**src/rtl/gemm_pkg.sv**
```systemverilog
`default_nettype none
// ============================================================================
// gemm_pkg: shared GEMM datapath constants and tree-depth helper. Rev 1.0
// ============================================================================
package gemm_pkg;

   localparam int c_ACC_WIDTH = 32;

   function automatic int tree_levels(input int n);
      return (n <= 1) ? 0 : $clog2(n);
   endfunction

endpackage
`default_nettype wire

```
**src/rtl/product_accumulator_if.sv**
```systemverilog
`default_nettype none
// ============================================================================
// product_accumulator_if: beat input and result output handshakes. Rev 1.0
// ============================================================================
interface product_accumulator_if import gemm_pkg::*; #(
   parameter int NUM        = 4,
   parameter int DATA_WIDTH = 32,
   parameter int ACC_WIDTH  = c_ACC_WIDTH,
   parameter int CNT_WIDTH  = 16
) ();

   logic [NUM-1:0][DATA_WIDTH-1:0] in_data;
   logic                           in_valid;
   logic                           in_last;
   logic                           in_ready;
   logic [ACC_WIDTH-1:0]           out_data;
   logic [CNT_WIDTH-1:0]           out_beats;
   logic                           out_valid;
   logic                           out_ready;

   modport master (
      output in_data, in_valid, in_last, out_ready,
      input  in_ready, out_data, out_beats, out_valid
   );

   modport slave (
      input  in_data, in_valid, in_last, out_ready,
      output in_ready, out_data, out_beats, out_valid
   );

endinterface
`default_nettype wire

```
**src/rtl/adder_tree_pipe.sv**
```systemverilog
`default_nettype none
// ============================================================================
// adder_tree_pipe: registered product input stage plus pipelined pairwise
// adder tree with valid/last sideband. Rev 1.0
// ============================================================================
module adder_tree_pipe import gemm_pkg::*; #(
   parameter int NUM        = 4,
   parameter int DATA_WIDTH = 32,
   parameter int ACC_WIDTH  = c_ACC_WIDTH
) (
   input  logic                           clk,
   input  logic                           rst,
   input  logic                           en,
   input  logic [NUM-1:0][DATA_WIDTH-1:0] in_data,
   input  logic                           in_valid,
   input  logic                           in_last,
   output logic [ACC_WIDTH-1:0]           sum,
   output logic                           sum_valid,
   output logic                           sum_last
);

   localparam int c_LEVELS = tree_levels(NUM);

   // Operands alive at tree level l: ceil(NUM / 2^l).
   function automatic int level_count(input int l);
      return (NUM + (1 << l) - 1) >> l;
   endfunction

   logic [ACC_WIDTH-1:0] w_node [c_LEVELS+1][NUM];
   logic [c_LEVELS:0]    r_valid;
   logic [c_LEVELS:0]    r_last;

   for (genvar i = 0; i < NUM; i++) begin : g_in
      logic [ACC_WIDTH-1:0] r_q;
      always_ff @(posedge clk) begin
         if (rst)
            r_q <= '0;
         else if (en)
            r_q <= ACC_WIDTH'($signed(in_data[i]));
      end
      assign w_node[0][i] = r_q;
   end

   for (genvar l = 0; l < c_LEVELS; l++) begin : g_level
      for (genvar j = 0; j < NUM; j++) begin : g_node
         if (j >= level_count(l + 1)) begin : g_unused
            assign w_node[l+1][j] = '0;
         end else begin : g_used
            logic [ACC_WIDTH-1:0] r_q;
            if (2 * j + 1 < level_count(l)) begin : g_add
               always_ff @(posedge clk) begin
                  if (rst)
                     r_q <= '0;
                  else if (en)
                     r_q <= w_node[l][2*j] + w_node[l][2*j+1];
               end
            end else begin : g_pass
               always_ff @(posedge clk) begin
                  if (rst)
                     r_q <= '0;
                  else if (en)
                     r_q <= w_node[l][2*j];
               end
            end
            assign w_node[l+1][j] = r_q;
         end
      end
   end

   always_ff @(posedge clk) begin
      if (rst) begin
         r_valid <= '0;
         r_last  <= '0;
      end else if (en) begin
         r_valid[0] <= in_valid;
         r_last[0]  <= in_last;
         for (int k = 1; k <= c_LEVELS; k++) begin
            r_valid[k] <= r_valid[k-1];
            r_last[k]  <= r_last[k-1];
         end
      end
   end

   assign sum       = w_node[c_LEVELS][0];
   assign sum_valid = r_valid[c_LEVELS];
   assign sum_last  = r_last[c_LEVELS];

endmodule
`default_nettype wire

```
**src/rtl/product_accumulator.sv**
```systemverilog
`default_nettype none
// ============================================================================
// product_accumulator: reduces NUM products per beat and accumulates beat
// sums into one result per group, with global stall back-pressure. Rev 1.0
// ============================================================================
module product_accumulator import gemm_pkg::*; #(
   parameter int NUM        = 4,
   parameter int DATA_WIDTH = 32,
   parameter int ACC_WIDTH  = c_ACC_WIDTH,
   parameter int CNT_WIDTH  = 16
) (
   input  logic                  clk,
   input  logic                  rst,
   product_accumulator_if.slave  bus
);

   logic                 w_stall;
   logic                 w_en;
   logic [ACC_WIDTH-1:0] w_sum;
   logic                 w_sum_valid;
   logic                 w_sum_last;
   logic [ACC_WIDTH-1:0] w_acc_next;
   logic [CNT_WIDTH-1:0] w_cnt_next;

   logic [ACC_WIDTH-1:0] r_acc;
   logic [CNT_WIDTH-1:0] r_cnt;
   logic                 r_first;
   logic [ACC_WIDTH-1:0] r_out_data;
   logic [CNT_WIDTH-1:0] r_out_beats;
   logic                 r_out_valid;

   // A held result the consumer refuses freezes the whole pipeline.
   assign w_stall      = r_out_valid && !bus.out_ready;
   assign w_en         = !w_stall;
   assign bus.in_ready = w_en;

   adder_tree_pipe #(
      .NUM        (NUM),
      .DATA_WIDTH (DATA_WIDTH),
      .ACC_WIDTH  (ACC_WIDTH)
   ) u_tree (
      .clk       (clk),
      .rst       (rst),
      .en        (w_en),
      .in_data   (bus.in_data),
      .in_valid  (bus.in_valid),
      .in_last   (bus.in_last),
      .sum       (w_sum),
      .sum_valid (w_sum_valid),
      .sum_last  (w_sum_last)
   );

   assign w_acc_next = r_first ? w_sum : r_acc + w_sum;
   assign w_cnt_next = r_first ? CNT_WIDTH'(1) : r_cnt + CNT_WIDTH'(1);

   always_ff @(posedge clk) begin
      if (rst) begin
         r_acc       <= '0;
         r_cnt       <= '0;
         r_first     <= 1'b1;
         r_out_data  <= '0;
         r_out_beats <= '0;
         r_out_valid <= 1'b0;
      end else begin
         if (r_out_valid && bus.out_ready)
            r_out_valid <= 1'b0;
         // A new result may overwrite the register the same cycle it is taken.
         if (w_en && w_sum_valid) begin
            if (w_sum_last) begin
               r_out_data  <= w_acc_next;
               r_out_beats <= w_cnt_next;
               r_out_valid <= 1'b1;
               r_first     <= 1'b1;
            end else begin
               r_acc   <= w_acc_next;
               r_cnt   <= w_cnt_next;
               r_first <= 1'b0;
            end
         end
      end
   end

   assign bus.out_data  = r_out_data;
   assign bus.out_beats = r_out_beats;
   assign bus.out_valid = r_out_valid;

endmodule
`default_nettype wire
```
**src/flat_wrapper.sv**
```systemverilog
// flat-port wrapper written by rule: the top's interface ports become plain ports
module product_accumulator_flat import gemm_pkg::*;
#(
   parameter int NUM        = 4,
   parameter int DATA_WIDTH = 32,
   parameter int ACC_WIDTH  = c_ACC_WIDTH,
   parameter int CNT_WIDTH  = 16
)
  (clk, rst, bus_in_data, bus_in_valid, bus_in_last, bus_out_ready, bus_in_ready, bus_out_data, bus_out_beats, bus_out_valid);
  product_accumulator_if #(.NUM(NUM), .DATA_WIDTH(DATA_WIDTH), .ACC_WIDTH(ACC_WIDTH), .CNT_WIDTH(CNT_WIDTH)) bus_i ();
  input  logic clk;
  input  logic rst;
  input wire logic [$bits(bus_i.in_data)-1:0] bus_in_data;
  input wire logic [$bits(bus_i.in_valid)-1:0] bus_in_valid;
  input wire logic [$bits(bus_i.in_last)-1:0] bus_in_last;
  input wire logic [$bits(bus_i.out_ready)-1:0] bus_out_ready;
  output wire logic [$bits(bus_i.in_ready)-1:0] bus_in_ready;
  output wire logic [$bits(bus_i.out_data)-1:0] bus_out_data;
  output wire logic [$bits(bus_i.out_beats)-1:0] bus_out_beats;
  output wire logic [$bits(bus_i.out_valid)-1:0] bus_out_valid;
  assign bus_i.in_data = bus_in_data;
  assign bus_i.in_valid = bus_in_valid;
  assign bus_i.in_last = bus_in_last;
  assign bus_i.out_ready = bus_out_ready;
  assign bus_in_ready = bus_i.in_ready;
  assign bus_out_data = bus_i.out_data;
  assign bus_out_beats = bus_i.out_beats;
  assign bus_out_valid = bus_i.out_valid;
  product_accumulator #(.NUM(NUM), .DATA_WIDTH(DATA_WIDTH), .ACC_WIDTH(ACC_WIDTH), .CNT_WIDTH(CNT_WIDTH)) u_core (.clk(clk), .rst(rst), .bus(bus_i));
endmodule
```
**config.mk**
```make
export PLATFORM = sky130hd
export DESIGN_NAME = product_accumulator_flat
export DESIGN_NICKNAME = d
export VERILOG_FILES = /design/src/rtl/gemm_pkg.sv /design/src/rtl/product_accumulator_if.sv /design/src/rtl/adder_tree_pipe.sv /design/src/rtl/product_accumulator.sv /design/src/flat_wrapper.sv
export SDC_FILE = /design/constraint.sdc
export NUM_CORES = 1
export LEC_CHECK = 0
export ABC_AREA = 1
export ABC_CLOCK_PERIOD_IN_PS = 2700
export BUFFER_PORTS_ARGS = -buffer_cell sky130_fd_sc_hd__buf_2
export CORE_ASPECT_RATIO = 1.4
export CORE_MARGIN = 2
export CORE_UTILIZATION = 60
export DETAILED_ROUTE_END_ITERATION = 8
export PLACE_DENSITY = 0.88
export SYNTH_ARGS = -nofsm -noshare
export SYNTH_HDL_FRONTEND = slang
export SYNTH_SLANG_ARGS = --single-unit
```
**constraint.sdc**
```tcl
create_clock -name clk -period 2.7 [get_ports clk]
set_input_delay 0.135 -clock clk [delete_from_list [all_inputs] [get_ports clk]]
set_output_delay 0.135 -clock clk [all_outputs]
set_load 0.02 [all_outputs]
```
==> results of run 1 <==
[layout by cell type, fill, tap and decap left out, drive strengths merged, types with 5 or more instances in the layout]
master       netlist  final
nand4             19     19
o21a              26     26
nand3            213    213
dfxtp            328    328
nand2            751    751
a31oi             13     13
buf               32    195
o21bai            51     51
o211ai            21     21
a21oi            162    162
dlygate4sd3        0    131
nor3              23     23
nor4               5      5
or2               14     14
nor2             491    491
xor2              30     30
a21o              15     15
inv              419    425
clkinv             2     12
ha               125    125
o21ai            333    333
a22o               9      9
clkbuf            74     45
nand3b             9      9
and2               9      9
xnor2             18     18
[tightest hold or removal path, delay by kind of cell]
family,cells,cell delay [ps]
and+or+nand+nor,4,280
buffers and inverters,2,180
[power by group through the flow]
stage / Combinational [mW] / Sequential, mW / Clock, mW
global route: 2.61 / 5.43 / 4.99
floorplan: 1.54 / 5.39 / 0
CTS: 2.29 / 5.40 / 4.79
global placement: 2.08 / 5.49 / 0
finish: 2.35 / 5.41 / 4.78
detailed placement: 2.12 / 5.50 / 0
[kinds of logic after synthesis]
| group | after synthesis | synth area share, % |
|---|---|---|
| xor gates and xnor gates | 48 | 2.047 |
| AOI/OAI and AO/OA | 636 | 17.29 |
| buffers and inverters | 527 | 9.740 |
| adders and majority gates | 129 | 8.004 |
| and+or+nand+nor | 1534 | 30.96 |
| DFF | 328 | 31.97 |
[path summary, 6_finish.rpt]
kind                           startpoint                 endpoint  slack (ps)
max          u_core.u_tree.g_in[2].r_q[0]                 register         400
min                         bus_out_ready           u_core.r_first         100
min reg2reg       u_core.bus.out_data[21]  u_core.bus.out_data[21]         450
max reg2reg  u_core.u_tree.g_in[2].r_q[0]                 register         400
[area by class of cell]
class | count | area [um^2] | share of cell area, %
diodes | 1 | 2.502 | 0.01033
clock inverters | 18 | 180.2 | 0.7440
well taps | 451 | 564.3 | 2.330
flip-flops and latches | 328 | 6566 | 27.11
multi-input cells | 2347 | 11980 | 49.46
clock buffers | 45 | 953.4 | 3.937
inverters | 421 | 1590 | 6.566
repair buffers | 326 | 2382 | 9.837
[state kept, by name (all words and copies together), names as in the netlist]
signal                                   count
u_core.u_tree.sum                           32
u_core.r_first                               1
u_core.u_tree.r_valid                        3
u_core.bus.out_data                         32
u_core.u_tree.r_last                         3
u_core.bus.out_valid                         1
u_core.r_cnt                                16
u_core.r_acc                                32
u_core.u_tree.g_in.r_q                     128
u_core.bus.out_beats                        16
u_core.u_tree.g_level.g_node.g_used.r_q     64
[metal layers]
metal / vias up / global-route usage [%]
met5: - / 0
met4: 0 / 20.78
met3: 276 / 4.369
met2: 960 / 68.17
met1: 10096 / 39.82
li1: 10829 / -
[per-stage QoR]
| step | hold WS [ps] | cell area (um^2) | util (%) | power [mW] |
|---|---|---|---|---|
| global placement | 382.8 | 21770 | 64.16 | 7.566 |
| detailed placement | 391.4 | 21770 | 64.16 | 7.617 |
| global route | 106.5 | 24220 | 71.37 | 13.04 |
| finish | 99.13 | 24220 | 71.37 | 12.55 |
| CTS | 88.24 | 24220 | 71.36 | 12.47 |
| floorplan | 204.1 | 20540 | - | 6.928 |
==> results.cfg, run 1 <==
[outcome]
status = finished clean

[logic_synthesis]
async_reset_ff_share_pct = 0
syn_area_um2 = 20540
synthCells = 3202
yosys-top-cells-area = dfxtp_1 32%, nand2_1 14%, nor2_1 8.7%
synth_top_cell_area_share_pct = 31.97
syn_nets = 3464
ys_types = 46
ys_warn_count = 0
ys_ff_latch = 328
synthTopCellsByCount = 741 x nand2_1, 478 x nor2_1, 410 x inv_1
seq_area_frac_synth_pct = 31.97
yosysMostFrequentCell = nand2_1
synth_top_area_cell = dfxtp_1
synth_flop_cell = dfxtp_1
synth_area_per_cell_um2 = 6.415
synth-edff-count = 0

[pwr]
p_seq_share_pct = 43.1
power_density_nw_per_um2 = 518.2
power_switching_mw = 3.840
p_leak_nw = 13.00
p_clk_share_pct = 38.1
swShare_pct = 30.60
comb_power_share_pct = 18.7
intPower_mw = 8.709
ir_drop_mv = 0.5127

[layout]
final_nets = 3721
post_route_cells_drive_above_1_share_pct = 8.867
fillers = 2734
finalNonFillerCells = 3937
syn_to_final_growth_pct = 17.90

[place]
gp_congestion = 0.9701
preCtsSetupSlack_ps = 473.5
numPortBuffers = 182
placed_cells = 3742
hpwl_um = 45640

[worst_setup_path]
worstSetupPathType = register to register
cp_data_arrival_time_ps = 2750
start_kind = register
cp_max_fo = 4
reg2reg_depth = 13
crit_chain = ha_1, fa_1, nand2_1, nand3_1, nand3_1, nand2_1, a21oi_1, or2_1, nand2_1, nand2_1, nand3_1, nand2_1, inv_1
cp_slowest_cell = fa_1
cp-end-kind = register
worst-path-stages = 13
cp_num_buf_inv = 1
cp_top_family = simple AND/OR/NAND/NOR gates
worstPathRequired_ps = 3140
max_stage_delay_ps = 450
cp_common_cell = nand2_1

[clock_network]
postCtsSetupRepairBufs = 0
cts.htree.levels = 2
cts_made_buffers = 35
clk_pin_slew_worst_paths_ps = 70
hold_buffers = 131
root_buffer = clkbuf_16
insertion_delay_ps = 550
numClockSinks = 328
cts_tree = yes
post_cts_resized = 0
clockBufferDepth = 3

[timing]
fin_crit_ps = 2304
setup-tns-final_ps = 0
rsz0062_at_grt = no
hold_viol_final = 0
fin_ws_ps = 395.7
slew_headroom_pct = 52.08
fmax_mhz = 434.0
fin_skew_ps = 16.60
worst_pin_slew_ps = 718.9
post-route-period-util_pct = 85.34
setup_viol = 0
slew_viol_final = 0

[routing]
antenna_left = 0
wl_um = 67080
wl_met2_um = 33710
wl_met1_um = 25580
dr.pass1.iters = 6
route.detailed.drc = 0
maxUsedRoutingLayer = met4
vias = 22161
vias_per_cell = 5.629
drtIter0Drc = 1792
wire_per_inst_um = 17.04
met3_length_um = 3548

[floorplanning]
row_count = 80
core_area_um2 = 33930
die_height_um = 222.9
die_area_um2 = 35750
start_util_pct = 60.53
die_width_um = 160.4
ioPinCount = 183

[grt]
overflow = 0
grt_pass1_vias = 21799
grt_pass1_wl_um = 106600
grt_usage_pct = 36.57
grt_max_degree = 184
antenna_found_initial = 1

[hold_path]
hold_path.class = input pin to register
min_path_cells = 6

[run]
maxCapViolations = 0
Power figures use the tool's default switching activity.
==> run 2: changes to the inputs <==
--- a/config.mk
+++ b/config.mk
@@ -8,11 +8,10 @@
 export ABC_AREA = 1
 export ABC_CLOCK_PERIOD_IN_PS = 2700
 export BUFFER_PORTS_ARGS = -buffer_cell sky130_fd_sc_hd__buf_2
-export CORE_ASPECT_RATIO = 1.4
-export CORE_MARGIN = 2
 export CORE_UTILIZATION = 60
 export DETAILED_ROUTE_END_ITERATION = 8
 export PLACE_DENSITY = 0.88
+export SETUP_SLACK_MARGIN = 0.1
 export SYNTH_ARGS = -nofsm -noshare
 export SYNTH_HDL_FRONTEND = slang
 export SYNTH_SLANG_ARGS = --single-unit
==> run 2 against run 1 <==
Net effect:
- clock-buffer cell count increased by 2
- global-route usage grew 1.7 points
- flip-flop and latch count unchanged
- critical path depth unchanged
- fmax decreased by 3.7%
- routed wire length rose by 0.89%
- via count rose by 1.2%
- sequential share of layout area is 0.18 points lower
- first-iteration DRC count fell by 2.6%
- sequential power hardly changed
- setup slack lost 88 ps
- cell area rose by 0.66%
- largest power group unchanged
- highest routed layer unchanged
==> results.cfg, run 2 (synthesis results as in run 1) <==
[layout]
top_register = u_core.u_tree.g_in.r_q
fin_util_pct = 72.52
final_nets = 3728
fin_area_um2 = 24380
multiInputGateArea_um2 = 11980
post_route_cells_drive_above_1_share_pct = 9.130
fillers = 2683
syn_to_final_growth_pct = 18.68
top_regs = u_core.u_tree.g_in.r_q x128, u_core.u_tree.g_level.g_node.g_used.r_q x64
seq_area_um2 = 6566
finalNonFillerCells = 3943
layout_commonest_cell = nand2_1
largest_reg_flops = 128
final_cell_mix = 741 x nand2_1, 478 x nor2_1, 410 x inv_1, 328 x dfxtp_1, 317 x o21ai_0

[pwr]
p_leak_nw = 13.07
power_density_nw_per_um2 = 540.3
total_power_mw = 13.17
ir_drop_mv = 0.6712

[place]
place_area_um2 = 21780
preCtsSetupSlack_ps = 420.0
numPortBuffers = 182
hpwl_um = 45130
gp_congestion = 0.9858
placed_cells = 3744

[floorplanning]
die_width_um = 187.0
die_height_um = 187.0
die_area_um2 = 34980
row_count = 67
core_area_um2 = 33620
start_util_pct = 61.10
ioPinCount = 183

[routing]
vias_per_cell = 5.686
dr.pass1.iters = 6
drtIter0Drc = 1745
antenna_left = 0
route.detailed.drc = 0
vias = 22418
wl_um = 67670
wire_per_inst_um = 17.16

[timing]
slew_headroom_pct = 43.76
rsz0062_at_grt = no
hold_viol_final = 0
fin_ws_ps = 307.4
setup-tns-final_ps = 0
fmax_mhz = 418.0
fin_crit_ps = 2393
timing.hold.ws_ps = 77.14
worst_pin_slew_ps = 843.7
slew_viol_final = 0
setup_viol = 0
fin_skew_ps = 16.90
post-route-period-util_pct = 88.61

[run]
maxCapViolations = 0

[clock_network]
cts.htree.levels = 2
numClockSinks = 328
clockBufferDepth = 3
root_buffer = clkbuf_16
cts_made_buffers = 37
clk_pin_slew_worst_paths_ps = 70
cts_tree = yes
insertion_delay_ps = 570

[outcome]
status = finished clean

[grt]
overflow = 0
grt_max_degree = 184
grt_pass1_wl_um = 109300
antenna_found_initial = 1
grt_pass1_vias = 21814
grt_usage_pct = 38.23

[worst_setup_path]
worstPathRequired_ps = 3170
cp_data_arrival_time_ps = 2860
worstSetupPathType = register to register
r2r-start = u_core.u_tree.g_in[0].r_q[0]
reg2reg_slack_ps = 310
cp-end-kind = register
startpoint = u_core.u_tree.g_in[0].r_q[0]
start_kind = register
cp_max_fo = 3
reg2reg_depth = 13

[hold_path]
hold_path.class = input pin to register
-- run 2: cell count changes in the layout (fill, tap and decap cells not counted), sizes merged --
cell	previous run	this run
buf	195	200
bufinv	1	5
inv	425	421
clkinv	12	9
clkinvlp	1	6
clkbuf	45	47
-- run 2: routing by layer --
metal	vias to the layer above	track usage, %	wire length (um)
met5	-	0	0
met4	0	18.88	3308
met3	251	5.253	4675
met2	1072	66.48	32130
met1	10238	46.30	27570
li1	10857	-	-
-- run 2: worst min path at each step --
stage / cells after the start / to / startpoint
4_1_cts: 6 / u_core.r_first / bus_out_ready
3_3_place_gp: 3 / u_core.u_tree.g_in[3].r_q[9] / bus_in_data[105]
5_1_grt: 6 / u_core.r_first / bus_out_ready
3_5_place_dp: 3 / u_core.u_tree.g_in[2].r_q[4] / bus_in_data[68]
6_report: 6 / u_core.r_first / bus_out_ready
2_1_floorplan: 1 / u_core.r_acc[0] / rst
-- run 2: power by group --
group / switching, mW / internal [mW]
clock network: 2.22 / 3.17
logic: 1.46 / 0.915
registers: 0.269 / 5.15
total: 3.94 / 9.23
-- run 2: repair_timing --
action	CTS	global route
hold buffers	131	0
hold endpoints to repair	134	0
gates resized for setup	0	0
setup buffers	0	0
-- run 2: area by class of cell --
| class | instances | area share, % |
|---|---|---|
| diodes | 1 | 0.01027 |
| multi-input cells | 2347 | 49.14 |
| inverters | 421 | 6.524 |
| clock inverters | 20 | 1.109 |
| well taps | 448 | 2.299 |
| flip-flops and latches | 328 | 26.94 |
| repair buffers | 331 | 9.824 |
| clock buffers | 47 | 4.157 |
-- run 2: worst max-delay path, cell delays in order, from the launching register on --
cell      delay (ps)
dfxtp_1          330
ha_1             250
fa_1             460
nand2_1          100
nand2_1           80
nand3b_1         100
nand2_1          110
a21oi_1          380
or2_1            190
nand2_1           60
nand2_1           60
nand3_1           60
nand2_1           80
inv_1             30
